File: src/rtl/uart_text_writer_pkg.sv
// Shared text-mode constants and FSM state type for uart_text_writer and char_gen.
// Screen geometry defaults match the 640x480 mode with an 8x16 font.
package text_pkg;

    localparam int TEXT_COLS   = 80;
    localparam int TEXT_ROWS   = 30;
    localparam int TEXT_ADDR_W = 12;

    localparam logic [7:0] CH_BS    = 8'h08;
    localparam logic [7:0] CH_TAB   = 8'h09;
    localparam logic [7:0] CH_LF    = 8'h0A;
    localparam logic [7:0] CH_FF    = 8'h0C;
    localparam logic [7:0] CH_CR    = 8'h0D;
    localparam logic [7:0] CH_SPACE = 8'h20;
    localparam logic [7:0] PRINT_LO = 8'h20;
    localparam logic [7:0] PRINT_HI = 8'h7E;

    typedef enum logic {
        CLEAR = 1'b0,
        IDLE  = 1'b1
    } wr_state_e;

    function automatic logic is_printable(input logic [7:0] b);
        return (b >= PRINT_LO) && (b <= PRINT_HI);
    endfunction

endpackage

File: src/rtl/uart_text_writer_if.sv
// Byte input from uart_rx and text RAM write/cursor status toward char_gen.
// master drives received bytes; slave is the writer that produces RAM writes.
interface uart_text_writer_if #(
    parameter int ADDR_W = 12,
    parameter int COL_W  = 7,
    parameter int ROW_W  = 5
);
    logic [7:0]        data;
    logic              data_ready;
    logic              wr_en;
    logic [ADDR_W-1:0] wr_addr;
    logic [7:0]        wr_data;
    logic [COL_W-1:0]  cursor_col;
    logic [ROW_W-1:0]  cursor_row;
    logic              busy;
    logic              overflow;

    modport master (
        output data, data_ready,
        input  wr_en, wr_addr, wr_data, cursor_col, cursor_row, busy, overflow
    );

    modport slave (
        input  data, data_ready,
        output wr_en, wr_addr, wr_data, cursor_col, cursor_row, busy, overflow
    );
endinterface

File: src/rtl/uart_text_writer_byte_fifo.sv
// Synchronous FIFO, DEPTH a power of 2; head visible the cycle after the first push.
// A push while full is accepted only together with a pop; otherwise it is ignored.
module byte_fifo #(
    parameter int DEPTH = 4,
    parameter int WIDTH = 8
) (
    input  logic             clk_i,
    input  logic             rst_ni,
    input  logic             push_i,
    input  logic [WIDTH-1:0] data_i,
    input  logic             pop_i,
    output logic [WIDTH-1:0] head_o,
    output logic             full_o,
    output logic             empty_o
);
    localparam int PTR_W = (DEPTH > 1) ? $clog2(DEPTH) : 1;
    localparam int CNT_W = $clog2(DEPTH + 1);

    logic [WIDTH-1:0] mem_q [DEPTH];
    logic [PTR_W-1:0] wr_ptr_q, wr_ptr_d;
    logic [PTR_W-1:0] rd_ptr_q, rd_ptr_d;
    logic [CNT_W-1:0] cnt_q, cnt_d;
    logic             do_push, do_pop;

    assign full_o  = (cnt_q == CNT_W'(DEPTH));
    assign empty_o = (cnt_q == '0);
    assign head_o  = mem_q[rd_ptr_q];

    assign do_pop  = pop_i && !empty_o;
    assign do_push = push_i && (!full_o || do_pop);

    always_comb begin
        wr_ptr_d = wr_ptr_q;
        rd_ptr_d = rd_ptr_q;
        cnt_d    = cnt_q;
        if (do_push) wr_ptr_d = wr_ptr_q + 1'b1;
        if (do_pop)  rd_ptr_d = rd_ptr_q + 1'b1;
        case ({do_push, do_pop})
            2'b10:   cnt_d = cnt_q + 1'b1;
            2'b01:   cnt_d = cnt_q - 1'b1;
            default: cnt_d = cnt_q;
        endcase
    end

    always_ff @(posedge clk_i) begin
        if (!rst_ni) begin
            wr_ptr_q <= '0;
            rd_ptr_q <= '0;
            cnt_q    <= '0;
        end else begin
            wr_ptr_q <= wr_ptr_d;
            rd_ptr_q <= rd_ptr_d;
            cnt_q    <= cnt_d;
        end
    end

    // Storage needs no reset: entries are only read after being written.
    always_ff @(posedge clk_i) begin
        if (do_push) mem_q[wr_ptr_q] <= data_i;
    end

endmodule

File: src/rtl/uart_text_writer.sv
// Turns uart_rx bytes into text RAM writes with a cursor; write appears 2 cycles after data_ready.
// Bytes queue in a small FIFO during screen clear; overflow is sticky. UART_TEXT_TAB_EN enables TAB.
module uart_text_writer
    import text_pkg::*;
#(
    parameter int COLS       = TEXT_COLS,
    parameter int ROWS       = TEXT_ROWS,
    parameter int ADDR_W     = TEXT_ADDR_W,
    parameter int FIFO_DEPTH = 4
) (
    input  logic             clock,
    input  logic             reset_n,
    uart_text_writer_if.slave bus
);
    localparam int COL_W = $clog2(COLS);
    localparam int ROW_W = $clog2(ROWS);
    localparam logic [ADDR_W-1:0] LAST_ADDR = ADDR_W'(COLS * ROWS - 1);
    localparam logic [COL_W-1:0]  COL_LAST  = COL_W'(COLS - 1);
    localparam logic [ROW_W-1:0]  ROW_LAST  = ROW_W'(ROWS - 1);

    wr_state_e         state_q, state_d;
    logic [ADDR_W-1:0] clr_cnt_q, clr_cnt_d;
    logic [COL_W-1:0]  col_q, col_d;
    logic [ROW_W-1:0]  row_q, row_d;
    logic              wr_en_q, wr_en_d;
    logic [ADDR_W-1:0] wr_addr_q, wr_addr_d;
    logic [7:0]        wr_data_q, wr_data_d;
    logic              ovf_q, ovf_d;

    logic              pop;
    logic [7:0]        head;
    logic              fifo_full, fifo_empty;
    logic [ROW_W-1:0]  row_next;
`ifdef UART_TEXT_TAB_EN
    logic [COL_W:0]    tab_col;
`endif

    function automatic logic [ADDR_W-1:0] lin_addr(input logic [ROW_W-1:0] r,
                                                   input logic [COL_W-1:0] c);
        return ADDR_W'(r) * ADDR_W'(COLS) + ADDR_W'(c);
    endfunction

    byte_fifo #(
        .DEPTH (FIFO_DEPTH),
        .WIDTH (8)
    ) u_fifo (
        .clk_i   (clock),
        .rst_ni  (reset_n),
        .push_i  (bus.data_ready),
        .data_i  (bus.data),
        .pop_i   (pop),
        .head_o  (head),
        .full_o  (fifo_full),
        .empty_o (fifo_empty)
    );

    assign row_next = (row_q == ROW_LAST) ? '0 : row_q + 1'b1;

    always_comb begin
        state_d   = state_q;
        clr_cnt_d = clr_cnt_q;
        col_d     = col_q;
        row_d     = row_q;
        wr_en_d   = 1'b0;
        wr_addr_d = wr_addr_q;
        wr_data_d = wr_data_q;
        pop       = 1'b0;
`ifdef UART_TEXT_TAB_EN
        tab_col   = ({1'b0, col_q} | (COL_W+1)'(7)) + (COL_W+1)'(1);
`endif
        case (state_q)
            CLEAR: begin
                wr_en_d   = 1'b1;
                wr_addr_d = clr_cnt_q;
                wr_data_d = CH_SPACE;
                if (clr_cnt_q == LAST_ADDR) state_d = IDLE;
                else                        clr_cnt_d = clr_cnt_q + 1'b1;
            end
            IDLE: begin
                if (!fifo_empty) begin
                    pop = 1'b1;
                    case (head)
                        CH_CR: col_d = '0;
                        CH_LF: row_d = row_next;
                        CH_BS: begin
                            if (col_q != '0) begin
                                col_d     = col_q - 1'b1;
                                wr_en_d   = 1'b1;
                                wr_addr_d = lin_addr(row_q, col_q - 1'b1);
                                wr_data_d = CH_SPACE;
                            end
                        end
                        CH_FF: begin
                            col_d     = '0;
                            row_d     = '0;
                            clr_cnt_d = '0;
                            state_d   = CLEAR;
                        end
`ifdef UART_TEXT_TAB_EN
                        CH_TAB: begin
                            if (tab_col >= (COL_W+1)'(COLS)) begin
                                col_d = '0;
                                row_d = row_next;
                            end else begin
                                col_d = tab_col[COL_W-1:0];
                            end
                        end
`endif
                        default: begin
                            if (is_printable(head)) begin
                                wr_en_d   = 1'b1;
                                wr_addr_d = lin_addr(row_q, col_q);
                                wr_data_d = head;
                                if (col_q == COL_LAST) begin
                                    col_d = '0;
                                    row_d = row_next;
                                end else begin
                                    col_d = col_q + 1'b1;
                                end
                            end
                        end
                    endcase
                end
            end
            default: state_d = CLEAR;
        endcase
    end

    // A byte is lost only when the FIFO is full and nothing leaves it this cycle.
    assign ovf_d = ovf_q | (bus.data_ready && fifo_full && !pop);

    always_ff @(posedge clock) begin
        if (!reset_n) begin
            state_q   <= CLEAR;
            clr_cnt_q <= '0;
            col_q     <= '0;
            row_q     <= '0;
            wr_en_q   <= 1'b0;
            wr_addr_q <= '0;
            wr_data_q <= '0;
            ovf_q     <= 1'b0;
        end else begin
            state_q   <= state_d;
            clr_cnt_q <= clr_cnt_d;
            col_q     <= col_d;
            row_q     <= row_d;
            wr_en_q   <= wr_en_d;
            wr_addr_q <= wr_addr_d;
            wr_data_q <= wr_data_d;
            ovf_q     <= ovf_d;
        end
    end

    assign bus.wr_en      = wr_en_q;
    assign bus.wr_addr    = wr_addr_q;
    assign bus.wr_data    = wr_data_q;
    assign bus.cursor_col = col_q;
    assign bus.cursor_row = row_q;
    assign bus.busy       = (state_q == CLEAR);
    assign bus.overflow   = ovf_q;

endmodule
File: src/flat_wrapper.sv
// flat-port wrapper written by rule: the top's interface ports become plain ports
module uart_text_writer_flat import text_pkg::*;
#(
    parameter int COLS       = TEXT_COLS,
    parameter int ROWS       = TEXT_ROWS,
    parameter int ADDR_W     = TEXT_ADDR_W,
    parameter int FIFO_DEPTH = 4
)
  (clock, reset_n, bus_data, bus_data_ready, bus_wr_en, bus_wr_addr, bus_wr_data, bus_cursor_col, bus_cursor_row, bus_busy, bus_overflow);
  uart_text_writer_if #(.ADDR_W(ADDR_W)) bus_i ();
  input  logic clock;
  input  logic reset_n;
  input wire logic [$bits(bus_i.data)-1:0] bus_data;
  input wire logic [$bits(bus_i.data_ready)-1:0] bus_data_ready;
  output wire logic [$bits(bus_i.wr_en)-1:0] bus_wr_en;
  output wire logic [$bits(bus_i.wr_addr)-1:0] bus_wr_addr;
  output wire logic [$bits(bus_i.wr_data)-1:0] bus_wr_data;
  output wire logic [$bits(bus_i.cursor_col)-1:0] bus_cursor_col;
  output wire logic [$bits(bus_i.cursor_row)-1:0] bus_cursor_row;
  output wire logic [$bits(bus_i.busy)-1:0] bus_busy;
  output wire logic [$bits(bus_i.overflow)-1:0] bus_overflow;
  assign bus_i.data = bus_data;
  assign bus_i.data_ready = bus_data_ready;
  assign bus_wr_en = bus_i.wr_en;
  assign bus_wr_addr = bus_i.wr_addr;
  assign bus_wr_data = bus_i.wr_data;
  assign bus_cursor_col = bus_i.cursor_col;
  assign bus_cursor_row = bus_i.cursor_row;
  assign bus_busy = bus_i.busy;
  assign bus_overflow = bus_i.overflow;
  uart_text_writer #(.COLS(COLS), .ROWS(ROWS), .ADDR_W(ADDR_W), .FIFO_DEPTH(FIFO_DEPTH)) u_core (.clock(clock), .reset_n(reset_n), .bus(bus_i));
endmodule
File: config.mk
export PLATFORM = sky130hd
export DESIGN_NAME = uart_text_writer_flat
export DESIGN_NICKNAME = d
export VERILOG_FILES = /design/src/rtl/uart_text_writer_pkg.sv /design/src/rtl/uart_text_writer_if.sv /design/src/rtl/uart_text_writer_byte_fifo.sv /design/src/rtl/uart_text_writer.sv /design/src/flat_wrapper.sv
export SDC_FILE = /design/constraint.sdc
export NUM_CORES = 1
export LEC_CHECK = 0
export BUFFER_PORTS_ARGS = -buffer_cell sky130_fd_sc_hd__clkbuf_2
export CORE_MARGIN = 2
export CORE_UTILIZATION = 55
export CTS_BUF_LIST = sky130_fd_sc_hd__clkbuf_4 sky130_fd_sc_hd__clkbuf_8
export CTS_CLUSTER_DIAMETER = 60
export CTS_CLUSTER_SIZE = 14
export DETAILED_ROUTE_END_ITERATION = 12
export HOLD_SLACK_MARGIN = 0.12
export PLACE_DENSITY_LB_ADDON = 0.1
export SYNTH_ARGS = -nofsm -noshare
export SYNTH_HDL_FRONTEND = slang
export SYNTH_SLANG_ARGS = --single-unit
File: constraint.sdc
create_clock -name clock -period 5.3 [get_ports clock]
set_input_delay 1.06 -clock clock [delete_from_list [all_inputs] [get_ports clock]]
set_output_delay 1.06 -clock clock [all_outputs]
set_load 0.03 [all_outputs]
==> run metrics <==
antenna diode instance count=0; filler-free cell count of the finished design=568; summed instance area of the synthesized netlist=4440 um^2; via count of the first global-routing pass=3190; xor and xnor fraction of the mapped netlist area=0.0493; most instantiated flip-flop cell in the synthesis netlist=sky130_fd_sc_hd__dfxtp_1; antenna violations before repair=0; Area after DPL=4720 um^2; H-tree depth=3; static leakage=1.91 nW; DRC violation total after the first TritonRoute iteration=191; startpoint class of the critical path=flip-flop; worst endpoint required time=5540 ps; clock-pin slew of the registers on the worst-case setup and hold paths=100 ps; number of buffers inserted by hold repair at cts=0; count of standard-cell rows=32; gr ovfl total=0; cell types with the largest area share after synthesis=sky130_fd_sc_hd__dfxtp_1 (25%), sky130_fd_sc_hd__edfxtp_1 (22%), sky130_fd_sc_hd__ha_1 (5.6%); Num Clock Sinks=88; category of the critical setup timing path=flip-flop to flip-flop; wire length after detailed routing=9690 um; area of combinational cells with multiple inputs=2160 um^2; Max-Slew Margin vs Limit=0.424; Final Hold Vio Count=0; IO Count=46; peak supply drop=0.179 mV; status=finished, final reports clean; setup skew after layout=11.3 ps; setup repair after global routing missed its margin=no; remaining routing DRC violations=0; combinational family with the most area after synthesis=simple AND/OR/NAND/NOR gates; share of the clock period used by the worst path after layout=0.722; buffer depth of the longest clock path=2; number of optimization iterations in the first detailed-route pass=4; Initial Util=0.571; Sequential Area=2080 um^2; share of cells above drive strength 1=0.187; post-synthesis sequential area ratio=0.469; Tot Pwr=1.36 mW; maximum number of pins on one net before global-route repair=26; net total in the final layout=495; routed vias/inst=5.83; max-slew violation count=0; share of async-settable or async-resettable flops after synthesis=0; most common cell in the netlist=sky130_fd_sc_hd__dfxtp_1; last weighted congestion value of the routability-driven placer=0.889; arithmetic-cell share of the synthesized area counting full adders, half adders and majority gates=0.0699; count of input and output buffers=45; type of element capturing the critical path=flip-flop; postcts setup bufs=0; most prevalent standard cell on the critical path=sky130_fd_sc_hd__xor2_1; horizontal die dimension=93.8 um; Worst-Skew Late Latency=370 ps; number of instances in the synthesized netlist=421; total global routing track utilization=0.232; Synth Net Count=455; final std cell area, no fill=4950 um^2; Synth Area per Inst=10.5 um^2; CTS resizes=0; simple-gate share of the synthesized area=0.165; Tightest Pin Transition=864 ps; area of the core region=7770 um^2; Post-synth EDFFs=32; remaining number of nets flagged by the antenna check after routing=0; Sum Neg Setup Slack=0 ps; routed wirelength normalized by instance count=17.1 um; Vias=3311; synth warn=0; class of the most critical hold timing path=flip-flop to flip-flop; first-pass GRT wire length=15900 um; ordered cell list for the critical path=mux4_2 > nor4_4 > nand2_1 > nor2_1 > xor2_1 > ha_1 > fa_1 > a21oi_1 > nor2b_1 > nand3_1 > xor2_1 > o221ai_1; number of CTS-inserted buffers=9; number of max-cap violations=0; top cell type by total area after synthesis=sky130_fd_sc_hd__dfxtp_1; area added between synthesis and finish=11.6%; Die ar.=8800 um^2; achievable clock frequency=0.261 GHz; multiplexer area fraction after synthesis=0.0479; TritonCTS clock tree=built; min Tclk post-route=3830 ps; top cell types by occurrence after synthesis=sky130_fd_sc_hd__dfxtp_1 (56), sky130_fd_sc_hd__edfxtp_1 (32), sky130_fd_sc_hd__nor2_1 (31), sky130_fd_sc_hd__nand2_1 (28), sky130_fd_sc_hd__inv_1 (27); number of distinct library cell variants in the gate-level netlist after synthesis=66; total half-perimeter wirelength after legalization and detailed placement=6960 um; register bit count reported by yosys=88; Slowest cell on crit path=sky130_fd_sc_hd__dfxtp_1; setup-violating endpoint count in the final report=0; fill cell total of the finished layout=647; Worst Path Max Fanout=11; die height=93.8 um; Placed Cells incl. Taps=552; Synth top area share=0.253; root buffer cell=sky130_fd_sc_hd__clkbuf_8; delay of the slowest cell on the worst path=640 ps; pwr dens=274 nW/um^2; Arr. time, crit path=4070 ps; Synth Area in Compound Gates=0.155
[worst max-delay path, delay by kind of cell, from the launching register on]
family	cells	cell delay (ps)
AO/OA/AOI/OAI	2	290
XOR/XNOR	2	230
adder cells (fa/ha/maj)	2	630
flip-flops	1	640
multiplexers	1	630
AND/OR/NAND/NOR	5	1300
[power breakdown]
part	internal, mW	total [mW]	switching [mW]	leakage (nW)
combinational	0.0310	0.0852	0.0542	1.04
sequential	0.720	0.732	0.0119	0.747
clock	0.276	0.539	0.264	0.117
total	1.03	1.36	0.330	1.91
[state kept, by name, indices dropped and copies added (netlist names), 3 cells and up, named ones only]
register and flops:
u_core.u_fifo.cnt_q 3, u_core.clr_cnt_q 12, u_core.bus.cursor_col 7, u_core.bus.wr_addr 12, u_core.bus.cursor_row 5, u_core.u_fifo.mem_q 32, u_core.bus.wr_data 8
[layout by cell type (no fill, tap or decap), drive strengths merged, types with 3 or more instances in the layout]
master | netlist | routed
edfxtp | 32 | 32
dfxtp | 56 | 56
nor4b | 4 | 4
inv | 28 | 33
mux4 | 8 | 8
a31oi | 4 | 4
a221oi | 8 | 8
o22ai | 5 | 5
xnor2 | 11 | 11
a21oi | 23 | 23
nor3 | 7 | 7
xor2 | 14 | 14
o221ai | 5 | 5
nor4 | 3 | 3
o31ai | 3 | 3
nand2b | 5 | 5
ha | 20 | 20
fa | 3 | 3
nand4 | 4 | 4
clkbuf | 14 | 54
nand4b | 3 | 3
and2 | 11 | 11
a21o | 4 | 4
or3 | 7 | 7
and3 | 6 | 6
nand3b | 3 | 3
nand2 | 28 | 28
a211oi | 5 | 5
and4 | 3 | 3
nand3 | 10 | 10
o21ai | 15 | 15
a32o | 5 | 5
nor2 | 31 | 31
[area by class of cell]
type / count / share of cell area
inverter: 29 / 0.0220
tap: 102 / 0.0258
sequential: 88 / 0.420
clock buffer: 9 / 0.0250
multi-input combinational: 286 / 0.437
timing repair buffer: 47 / 0.0485
clock inverter: 7 / 0.0215
[per-stage QoR]
step	utilization	hold WS, ps	worst slack (ps)
detailed placement	0.608	459	1430
global placement	0.608	447	1550
finish	0.638	469	1470
global route	0.638	505	1120
floorplan	-	467	2010
CTS	0.638	473	1420
[final timing paths]
path	from	endpoint	slack, ps	depth (start not counted)
hold / removal	u_core.bus.wr_data[5]$_SDFFE_PN0P_	u_core.bus.wr_data[5]$_SDFFE_PN0P_	470	2
hold reg to reg	u_core.bus.wr_data[5]$_SDFFE_PN0P_	u_core.bus.wr_data[5]$_SDFFE_PN0P_	470	2
setup / recovery	flip-flop	u_core.bus.wr_addr[10]$_SDFFE_PN0P_	1470	12
setup reg to reg	flip-flop	u_core.bus.wr_addr[10]$_SDFFE_PN0P_	1470	12
[cells by family (layout without fill, tap and decap cells)]
kind of cell / after synthesis / count (layout)
AND/OR/NAND/NOR: 134 / 134
AO/OA/AOI/OAI: 93 / 93
flip-flops: 88 / 88
buffers and inverters: 47 / 92
XOR/XNOR: 25 / 25
adder cells (fa/ha/maj): 23 / 23
multiplexers: 11 / 11
[layer usage]
metal | share of wire | vias up | wire, um | global-route usage
met5 | 0 | - | 0 | 0
met1 | 0.47 | 1596 | 4570 | 0.309
met2 | 0.48 | 65 | 4630 | 0.388
met4 | 0.015 | 0 | 144 | 0.0725
li1 | - | 1636 | - | -
met3 | 0.035 | 14 | 342 | 0.0377
No activity file was read; power rests on OpenSTA's default activity.
